File: src/rtl/pipo_writer_pkg.sv
// Shared types and defaults for the pipo write-side controller.
// State encodings match the ones used by the pipo latch benches.
package pipo_writer_pkg;

  typedef enum logic [1:0] {
    ST_IDLE   = 2'd0,
    ST_SETUP  = 2'd1,
    ST_STROBE = 2'd2,
    ST_HOLD   = 2'd3
  } state_t;

  localparam int unsigned DEF_WIDTH = 8;
  localparam int unsigned DEF_SETUP = 1;
  localparam int unsigned DEF_PULSE = 1;
  localparam int unsigned DEF_HOLD  = 1;

  function automatic int unsigned max3(input int unsigned a,
                                       input int unsigned b,
                                       input int unsigned c);
    int unsigned m;
    m = (a > b) ? a : b;
    return (m > c) ? m : c;
  endfunction

  // Phase counter width; it only ever holds (count-1) of the longest phase.
  function automatic int unsigned cnt_width(input int unsigned s,
                                            input int unsigned p,
                                            input int unsigned h);
    return $clog2(max3(s, p, h) + 1);
  endfunction

endpackage

File: src/rtl/pipo_writer_timer.sv
// Loadable down-counter shared by all timed phases of the write FSM.
module pipo_writer_timer #(
  parameter int unsigned CW = 1
) (
  input  logic          clk,
  input  logic          rst,
  input  logic          load,
  input  logic [CW-1:0] value,
  output logic          zero
);

  logic [CW-1:0] cnt;

  always_ff @(posedge clk) begin
    if (rst) begin
      cnt <= '0;
    end else if (load) begin
      cnt <= value;
    end else if (cnt != '0) begin
      cnt <= cnt - CW'(1);
    end
  end

  assign zero = (cnt == '0);

endmodule

File: src/rtl/pipo_writer.sv
// Write-side controller for the pipo latch: handshake in, timed data/le out.
// Optional PIPO_WRITER_SKIP_EN suppresses strobes that would rewrite the last word.
module pipo_writer
  import pipo_writer_pkg::*;
#(
  parameter int unsigned WIDTH = DEF_WIDTH,
  parameter int unsigned SETUP = DEF_SETUP,
  parameter int unsigned PULSE = DEF_PULSE,
  parameter int unsigned HOLD  = DEF_HOLD
) (
  input  logic             clk,
  input  logic             rst,
  input  logic             in_valid,
  output logic             in_ready,
  input  logic [WIDTH-1:0] in,
  input  logic             oe_en,
  output logic [WIDTH-1:0] data,
  output logic             le,
  output logic             oe_n,
  output logic             busy,
  output logic [WIDTH-1:0] last
);

  localparam int unsigned CW = cnt_width(SETUP, PULSE, HOLD);

  state_t        state, state_next;
  logic          load_c;
  logic [CW-1:0] load_val_c;
  logic          tmr_zero;
  logic          skip_c;
  logic          capture_c;
  logic          strobe_done_c;

`ifdef PIPO_WRITER_SKIP_EN
  logic last_vld;
  assign skip_c = last_vld && (in == last);
`else
  assign skip_c = 1'b0;
`endif

  pipo_writer_timer #(.CW(CW)) u_timer (
    .clk  (clk),
    .rst  (rst),
    .load (load_c),
    .value(load_val_c),
    .zero (tmr_zero)
  );

  always_ff @(posedge clk) begin
    if (rst) state <= ST_IDLE;
    else     state <= state_next;
  end

  // Next state; the timer is reloaded with (count-1) on every phase entry.
  always_comb begin
    state_next = state;
    load_c     = 1'b0;
    load_val_c = '0;
    unique case (state)
      ST_IDLE: begin
        if (in_valid && in_ready && !skip_c) begin
          state_next = ST_SETUP;
          load_c     = 1'b1;
          load_val_c = CW'(SETUP - 1);
        end
      end
      ST_SETUP: begin
        if (tmr_zero) begin
          state_next = ST_STROBE;
          load_c     = 1'b1;
          load_val_c = CW'(PULSE - 1);
        end
      end
      ST_STROBE: begin
        if (tmr_zero) begin
          state_next = ST_HOLD;
          load_c     = 1'b1;
          load_val_c = CW'(HOLD - 1);
        end
      end
      ST_HOLD: begin
        if (tmr_zero) state_next = ST_IDLE;
      end
      default: state_next = ST_IDLE;
    endcase
  end

  assign capture_c     = (state == ST_IDLE) && (state_next == ST_SETUP);
  assign strobe_done_c = (state == ST_STROBE) && tmr_zero;

  // Registered outputs, derived from the state being entered.
  always_ff @(posedge clk) begin
    if (rst) begin
      data     <= '0;
      le       <= 1'b0;
      oe_n     <= 1'b1;
      in_ready <= 1'b0;
      busy     <= 1'b0;
      last     <= '0;
    end else begin
      if (capture_c) data <= in;
      le       <= (state_next == ST_STROBE);
      oe_n     <= ~oe_en;
      in_ready <= (state_next == ST_IDLE);
      busy     <= (state_next != ST_IDLE);
      if (strobe_done_c) last <= data;
    end
  end

`ifdef PIPO_WRITER_SKIP_EN
  always_ff @(posedge clk) begin
    if (rst)                last_vld <= 1'b0;
    else if (strobe_done_c) last_vld <= 1'b1;
  end
`endif

endmodule

File: config.mk
export PLATFORM = sky130hd
export DESIGN_NAME = pipo_writer
export DESIGN_NICKNAME = d
export VERILOG_FILES = /design/src/rtl/pipo_writer_pkg.sv /design/src/rtl/pipo_writer_timer.sv /design/src/rtl/pipo_writer.sv
export SDC_FILE = /design/constraint.sdc
export NUM_CORES = 1
export LEC_CHECK = 0
export CAP_MARGIN = 10
export CORE_MARGIN = 1.5
export CORE_UTILIZATION = 38
export CTS_CLUSTER_DIAMETER = 150
export DETAILED_ROUTE_END_ITERATION = 6
export HOLD_SLACK_MARGIN = 0.15
export PLACE_DENSITY = 0.71
export SLEW_MARGIN = 5
export SYNTH_ARGS = -nofsm -noshare
export SYNTH_HDL_FRONTEND = slang
export SYNTH_SLANG_ARGS = --single-unit
File: constraint.sdc
create_clock -name clk -period 1.9 [get_ports clk]
set_clock_uncertainty 0.05 [all_clocks]
set_input_delay 0.38 -clock clk [delete_from_list [all_inputs] [get_ports clk]]
set_output_delay 0.38 -clock clk [all_outputs]
set_load 0.02 [all_outputs]
==> results.ini, run 1 <==
[hold_path]
min_path_cells = 2
timing.hold.worst.start = last[3]
holdPathEnd = last[3]
hp-class = flip-flop to flip-flop

[route]
antenna_left = 0
drc = 0
wire_per_inst_microns = 11.3
drtIter0Drc = 17
wirelength_microns = 1950
vias_per_cell = 4.72
first_pass_iters = 4
vias = 817

[grt]
grt.met1_usage_pct = 18.8
grt_pass1_vias = 677
busiest_layer = met2
grt_max_degree = 31
grtUsageMet2_pct = 22.2
grt_pass1_wl_microns = 2880
grt_overflow = 0
antenna_found_initial = 0
met3_usage_pct = 1.98
grtUsageTotal_pct = 13.9

[floorplanning]
die_y_microns = 53.4
ios = 32
die_width_microns = 53.4
dieArea_sq_um = 2850
start_util_pct = 39.7
rows = 18
coreArea_sq_um = 2430

[sta]
tns_ns = 0
period_share_pct = 95.9
hold_violations = 0
final-max-slew-violation-count = 0
fin_crit_ns = 1.82
layout_setup_ws_ns = 0.0775
max_freq_ghz = 0.549
setup_viol = 0

[synth]
synth_seq_area_share_pct = 47.7
synthCells = 105
syn-num-nets = 122
netlist_area_sq_um = 966
yosys_register_bits = 23
yosysWarningCount = 0
synth_top_area_share_pct = 47.7
synthDistinctLibCells = 19
synth.area.top_cells = dfxtp_1 (48%), nand2b_1 (12%), mux2i_1 (8.3%), nand2_1 (6.6%), ha_1 (6.5%)
synth_top_area_cell = dfxtp_1
syn_area_per_cell_sq_um = 9.20

[cells_and_area]
mostFrequentLayoutCells = clkdlybuf4s50_1 (31), dfxtp_1 (21), nand2b_1 (18), nand2_1 (17), a21oi_1 (11)
n_antenna_cell = 0
final_nets = 161
syn_to_final_growth_pct = 46.2
fillers = 218
final_common_cell = clkdlybuf4s50_1
layout-drive-gt1-share_pct = 11.9

[worst_setup_path]
required_ns = 2.08
crit_arrival_ns = 2.00
r2r_slack_ns = 0.08
worst_path_largest_cell_delay_ns = 0.39
cp_num_buf_inv = 2
rr_worst_depth = 7
worst-path-max-fanout = 8
crit_type = flip-flop to flip-flop
worst_path_max_delay_cell = dfxtp_4
r2r-end = data[6]
cp_top_family = simple AND/OR/NAND/NOR gates
crit_chain = inv_4 > ha_4 > or2_0 > a32o_2 > nor4_4 > buf_12 > mux2i_1
timing.rr.start = state[0]
end_kind = flip-flop
worstSetupStartpointType = flip-flop

[power]
power_leakage_nw = 0.517
design_power_total_mw = 1.49
p_per_area_nw_per_um2 = 1060
vdd_drop_max_mv = 0.591

[placement]
post-place-ws_ns = 0.000399
place.gp.congestion = 0.690
port_buffers = 31
post-dp-hpwl_microns = 1390

[clocking]
cts_made_buffers = 3
worstSkewPairLatency_ns = 0.29
cts.sinks = 23
cts_tree = built
cts_htree_levels = 1
path_clk_slew_ns = 0.12
clockRootBuffer = clkbuf_4
cts_buffer_depth = 2

[status]
outcome = complete, no violations

[job]
cap_violations = 0

==> report_power, final <==
part	internal [mW]	leakage, nW	switching [mW]
Combinational	0.357	0.313	0.296
Sequential	0.568	0.189	0.0607
Clock	0.0816	0.0150	0.129
==> layout make-up <==
type                       instances  area [sq um]  share of cell area, %
tap                               30          37.5                   2.66
clock buffer                       4          26.3                   1.86
sequential                        23           468                   33.1
inverter                           3          13.8                  0.974
timing repair buffer              38           375                   26.6
multi-input combinational         75           492                   34.8
==> synthesized netlist by cell type (all sizes together) <==
master	instances
nor3	1
ha	5
and3b	1
a211oi	1
nor3b	1
clkbuf	4
nor2	5
o21ai	2
nor4	1
or2	1
inv	3
nand2	17
mux2i	8
nand3	1
a21oi	11
nand2b	18
conb	1
dfxtp	23
a32o	1
==> repair_timing <==
item | 4_1_cts | 5_1_grt
hold buffers | 0 | 0
setup buffers | 0 | 3
setup endpoints to repair | 0 | 8
gates resized for setup | 0 | 6
==> worst max-delay path by stage <==
stage,start,end,slack [ns],cells after the start
after floorplan,state[0],data[0],0.01,6
after global placement,in_valid,data[5],0.03,6
after detailed placement,in_valid,data[2],0.0004,6
after CTS,state[0],data[6],0.04,7
after global routing,state[1],data[2],-0.002,7
final,state[0],data[6],0.08,7
==> logic make-up after synthesis <==
| family | count (synthesis) | share of synthesized area, % |
|---|---|---|
| and+or+nand+nor | 46 | 25.8 |
| DFF | 23 | 47.7 |
| AOI/OAI and AO/OA | 15 | 8.68 |
| muxes | 8 | 8.29 |
| buffers and inverters | 7 | 2.72 |
| adders and majority gates | 5 | 6.48 |
| other | 1 | 0.388 |
==> stage by stage <==
| step | hold WS, ns | instances | instance area (sq um) | utilization [%] |
|---|---|---|---|---|
| after floorplan | 0.404 | 105 | 970 | - |
| after global routing | 0.441 | 173 | 1410 | 58.1 |
| after CTS | 0.420 | 170 | 1370 | 56.4 |
| after global placement | 0.391 | 166 | 1350 | 55.3 |
| final | 0.415 | 173 | 1410 | 58.1 |
| after detailed placement | 0.402 | 166 | 1350 | 55.3 |
==> flip-flops by register name, indices dropped and copies added (netlist names) <==
register	flops
data	8
in_ready	1
state	2
oe_n	1
le	1
last	8
busy	1
u_timer.cnt	1
==> layer usage <==
| layer | up-vias | wire [microns] |
|---|---|---|
| met5 | - | 0 |
| met1 | 382 | 925 |
| met3 | 2 | 49 |
| met4 | 0 | 18 |
| met2 | 13 | 955 |
| li1 | 420 | - |
==> worst register-to-register path: stages (launching register included) <==
cell and delay, ns:
dfxtp_4 0.39, inv_4 0.05, ha_4 0.17, or2_0 0.20, a32o_2 0.29, nor4_4 0.26
buf_12 0.17, mux2i_1 0.18
Power figures use the tool's default switching activity.
==> inputs of run 2 (changes only) <==
- CAP_MARGIN: 10 -> 0
- RECOVER_POWER: default -> 25
==> run 2 against run 1 <==
Compared with the run above:
- clock-buffer cell count is the same
- setup slack better by 0.0019 ns
- cell count did not move
- critical path depth did not move
- sequential cell count unchanged
- cell area down 0.44%
- global-route usage unchanged
- combinational power barely moved
- register-to-register slack about the same
- total power is 0.15% lower
- core utilization decreased by 0.26 points
- hold slack about the same
- critical endpoint unchanged
- largest cell class unchanged
- largest power group unchanged
==> results.ini, run 2 (synthesis results as in run 1) <==
[clocking]
cts_tree = built  ; unchanged
worstSkewPairLatency_ns = 0.29  ; about the same
cts.sinks = 23  ; unchanged
cts_made_buffers = 3  ; unchanged
cts_htree_levels = 1  ; unchanged
clockRootBuffer = clkbuf_4  ; unchanged
path_clk_slew_ns = 0.12  ; about the same
cts_buffer_depth = 2  ; unchanged

[cells_and_area]
largestRegisters = data (8), last (8), state (2)  ; unchanged
final_common_cell = clkdlybuf4s50_1  ; unchanged
final_cells = 173  ; unchanged
final_nets = 161  ; unchanged
syn_to_final_growth_pct = 45.6  ; was 46.2%
layout-drive-gt1-share_pct = 11.2  ; was 11.9%
n_antenna_cell = 0  ; unchanged
mostFrequentLayoutCells = clkdlybuf4s50_1 (31), dfxtp_1 (21), nand2b_1 (18), nand2_1 (17), a21oi_1 (11)  ; unchanged
utilization_pct = 57.8  ; was 58.1%

[route]
antenna_left = 0  ; unchanged
wirelength_microns = 1950  ; about the same
drc = 0  ; unchanged
drtIter0Drc = 14  ; was 17
first_pass_iters = 4  ; unchanged
vias = 819  ; was 817
vias_per_cell = 4.73  ; was 4.72
wire_per_inst_microns = 11.2  ; was 11.3 microns

[floorplanning]
die_width_microns = 53.4  ; unchanged
ios = 32  ; unchanged
start_util_pct = 39.7  ; unchanged
die_y_microns = 53.4  ; unchanged
coreArea_sq_um = 2430  ; unchanged
dieArea_sq_um = 2850  ; unchanged
rows = 18  ; unchanged

[worst_setup_path]
end_kind = flip-flop  ; unchanged
crit_chain = inv_4 > ha_4 > or2_0 > a32o_2 > nor4_4 > buf_12 > mux2i_1  ; unchanged
required_ns = 2.08  ; about the same
worst_path_largest_cell_delay_ns = 0.39  ; about the same
worstSetupStartpointType = flip-flop  ; unchanged
cp_top_family = simple AND/OR/NAND/NOR gates  ; unchanged
r2r_slack_ns = 0.08  ; about the same
cp_num_buf_inv = 2  ; unchanged
crit_type = flip-flop to flip-flop  ; unchanged
crit_arrival_ns = 2.00  ; about the same
worst_path_max_delay_cell = dfxtp_4  ; unchanged
worst-path-max-fanout = 8  ; unchanged

[grt]
grt_overflow = 0  ; unchanged
grtUsageTotal_pct = 13.9  ; unchanged
antenna_found_initial = 0  ; unchanged
grt_pass1_vias = 677  ; unchanged
grt_max_degree = 31  ; unchanged
grt_pass1_wl_microns = 2880  ; unchanged

[power]
power_leakage_nw = 0.511  ; was 0.517 nW
vdd_drop_max_mv = 0.584  ; was 0.591 mV
p_per_area_nw_per_um2 = 1060  ; about the same

[sta]
period_share_pct = 95.8  ; was 95.9%
max_freq_ghz = 0.549  ; about the same
setup_viol = 0  ; unchanged
final-max-slew-violation-count = 0  ; unchanged
fin_crit_ns = 1.82  ; about the same
layout_setup_ws_ns = 0.0795  ; was 0.0775 ns
hold_violations = 0  ; unchanged

[status]
outcome = complete, no violations  ; unchanged

[job]
cap_violations = 0  ; unchanged

[placement]
port_buffers = 31  ; unchanged
post-dp-hpwl_microns = 1390  ; unchanged
dp.cells = 166  ; unchanged
post-place-ws_ns = 0.000399  ; unchanged
place.gp.congestion = 0.690  ; unchanged

[hold_path]
hp-class = flip-flop to flip-flop  ; unchanged

==> run 2: cell count changes in the layout (fill, tap and decap cells not counted), sizes merged <==
| cell | change |
|---|---|
| clkbuf | +3 |
| buf | -3 |
==> run 2: through the flow <==
stage | TNS, ns | cell area, sq um | hold slack, ns | power [mW]
after floorplan | 0 | 970 | 0.404 | 0.966
after global placement | 0 | 1350 | 0.391 | 1.24
after detailed placement | 0 | 1350 | 0.402 | 1.25
after CTS | 0 | 1370 | 0.420 | 1.47
after global routing | -0.00158 | 1410 | 0.441 | 1.58
final | 0 | 1410 | 0.415 | 1.49
==> run 2: final cells by class <==
class	instances	area (sq um)
Timing Repair Buffer	38	369
Fill cell	220	1030
Tap cell	30	37.5
Multi-Input combinational cell	75	492
Inverter	3	13.8
Sequential cell	23	468
Clock buffer	4	26.3
==> run 2: power by group <==
group	switching [mW]	internal [mW]
sequential	0.0608	0.568
combinational	0.295	0.356
clock	0.128	0.0816
total	0.484	1.01
==> run 2: worst paths after layout <==
path / cells past startpoint / to / start
min reg2reg: 2 / last[3] / last[3]
max reg2reg: 7 / data[6] / state[0]
min: 2 / last[3] / last[3]
max: 7 / data[6] / state[0]
==> run 2: tightest hold or removal path, stage by stage, from the launching register on <==
cell     delay, ns
dfxtp_1       0.33
nand2_1       0.05
a21oi_1       0.05
==> run 2: layer usage <==
| layer | vias up | share of wire, % | GRT usage [%] |
|---|---|---|---|
| met1 | 383 | 47 | 18.8 |
| met3 | 2 | 2.5 | 1.98 |
| met4 | 0 | 0.92 | 5.13 |
| met5 | - | 0 | 0 |
| met2 | 13 | 49 | 22.2 |
| li1 | 421 | - | - |
==> run 2: timing repair <==
item                                    4_1_cts  5_1_grt
endpoints found under the setup margin        0        8
gates resized for setup                       0        6
buffers inserted                              0        3
hold buffers                                  0        0
endpoints found under the hold margin         0        0
==> inputs of run 3 (changes only) <==
- CTS_CLUSTER_DIAMETER: 150 -> 200
==> results of run 3 <==
Same layout as run 2: the final DEF is identical, and so are final timing and power.
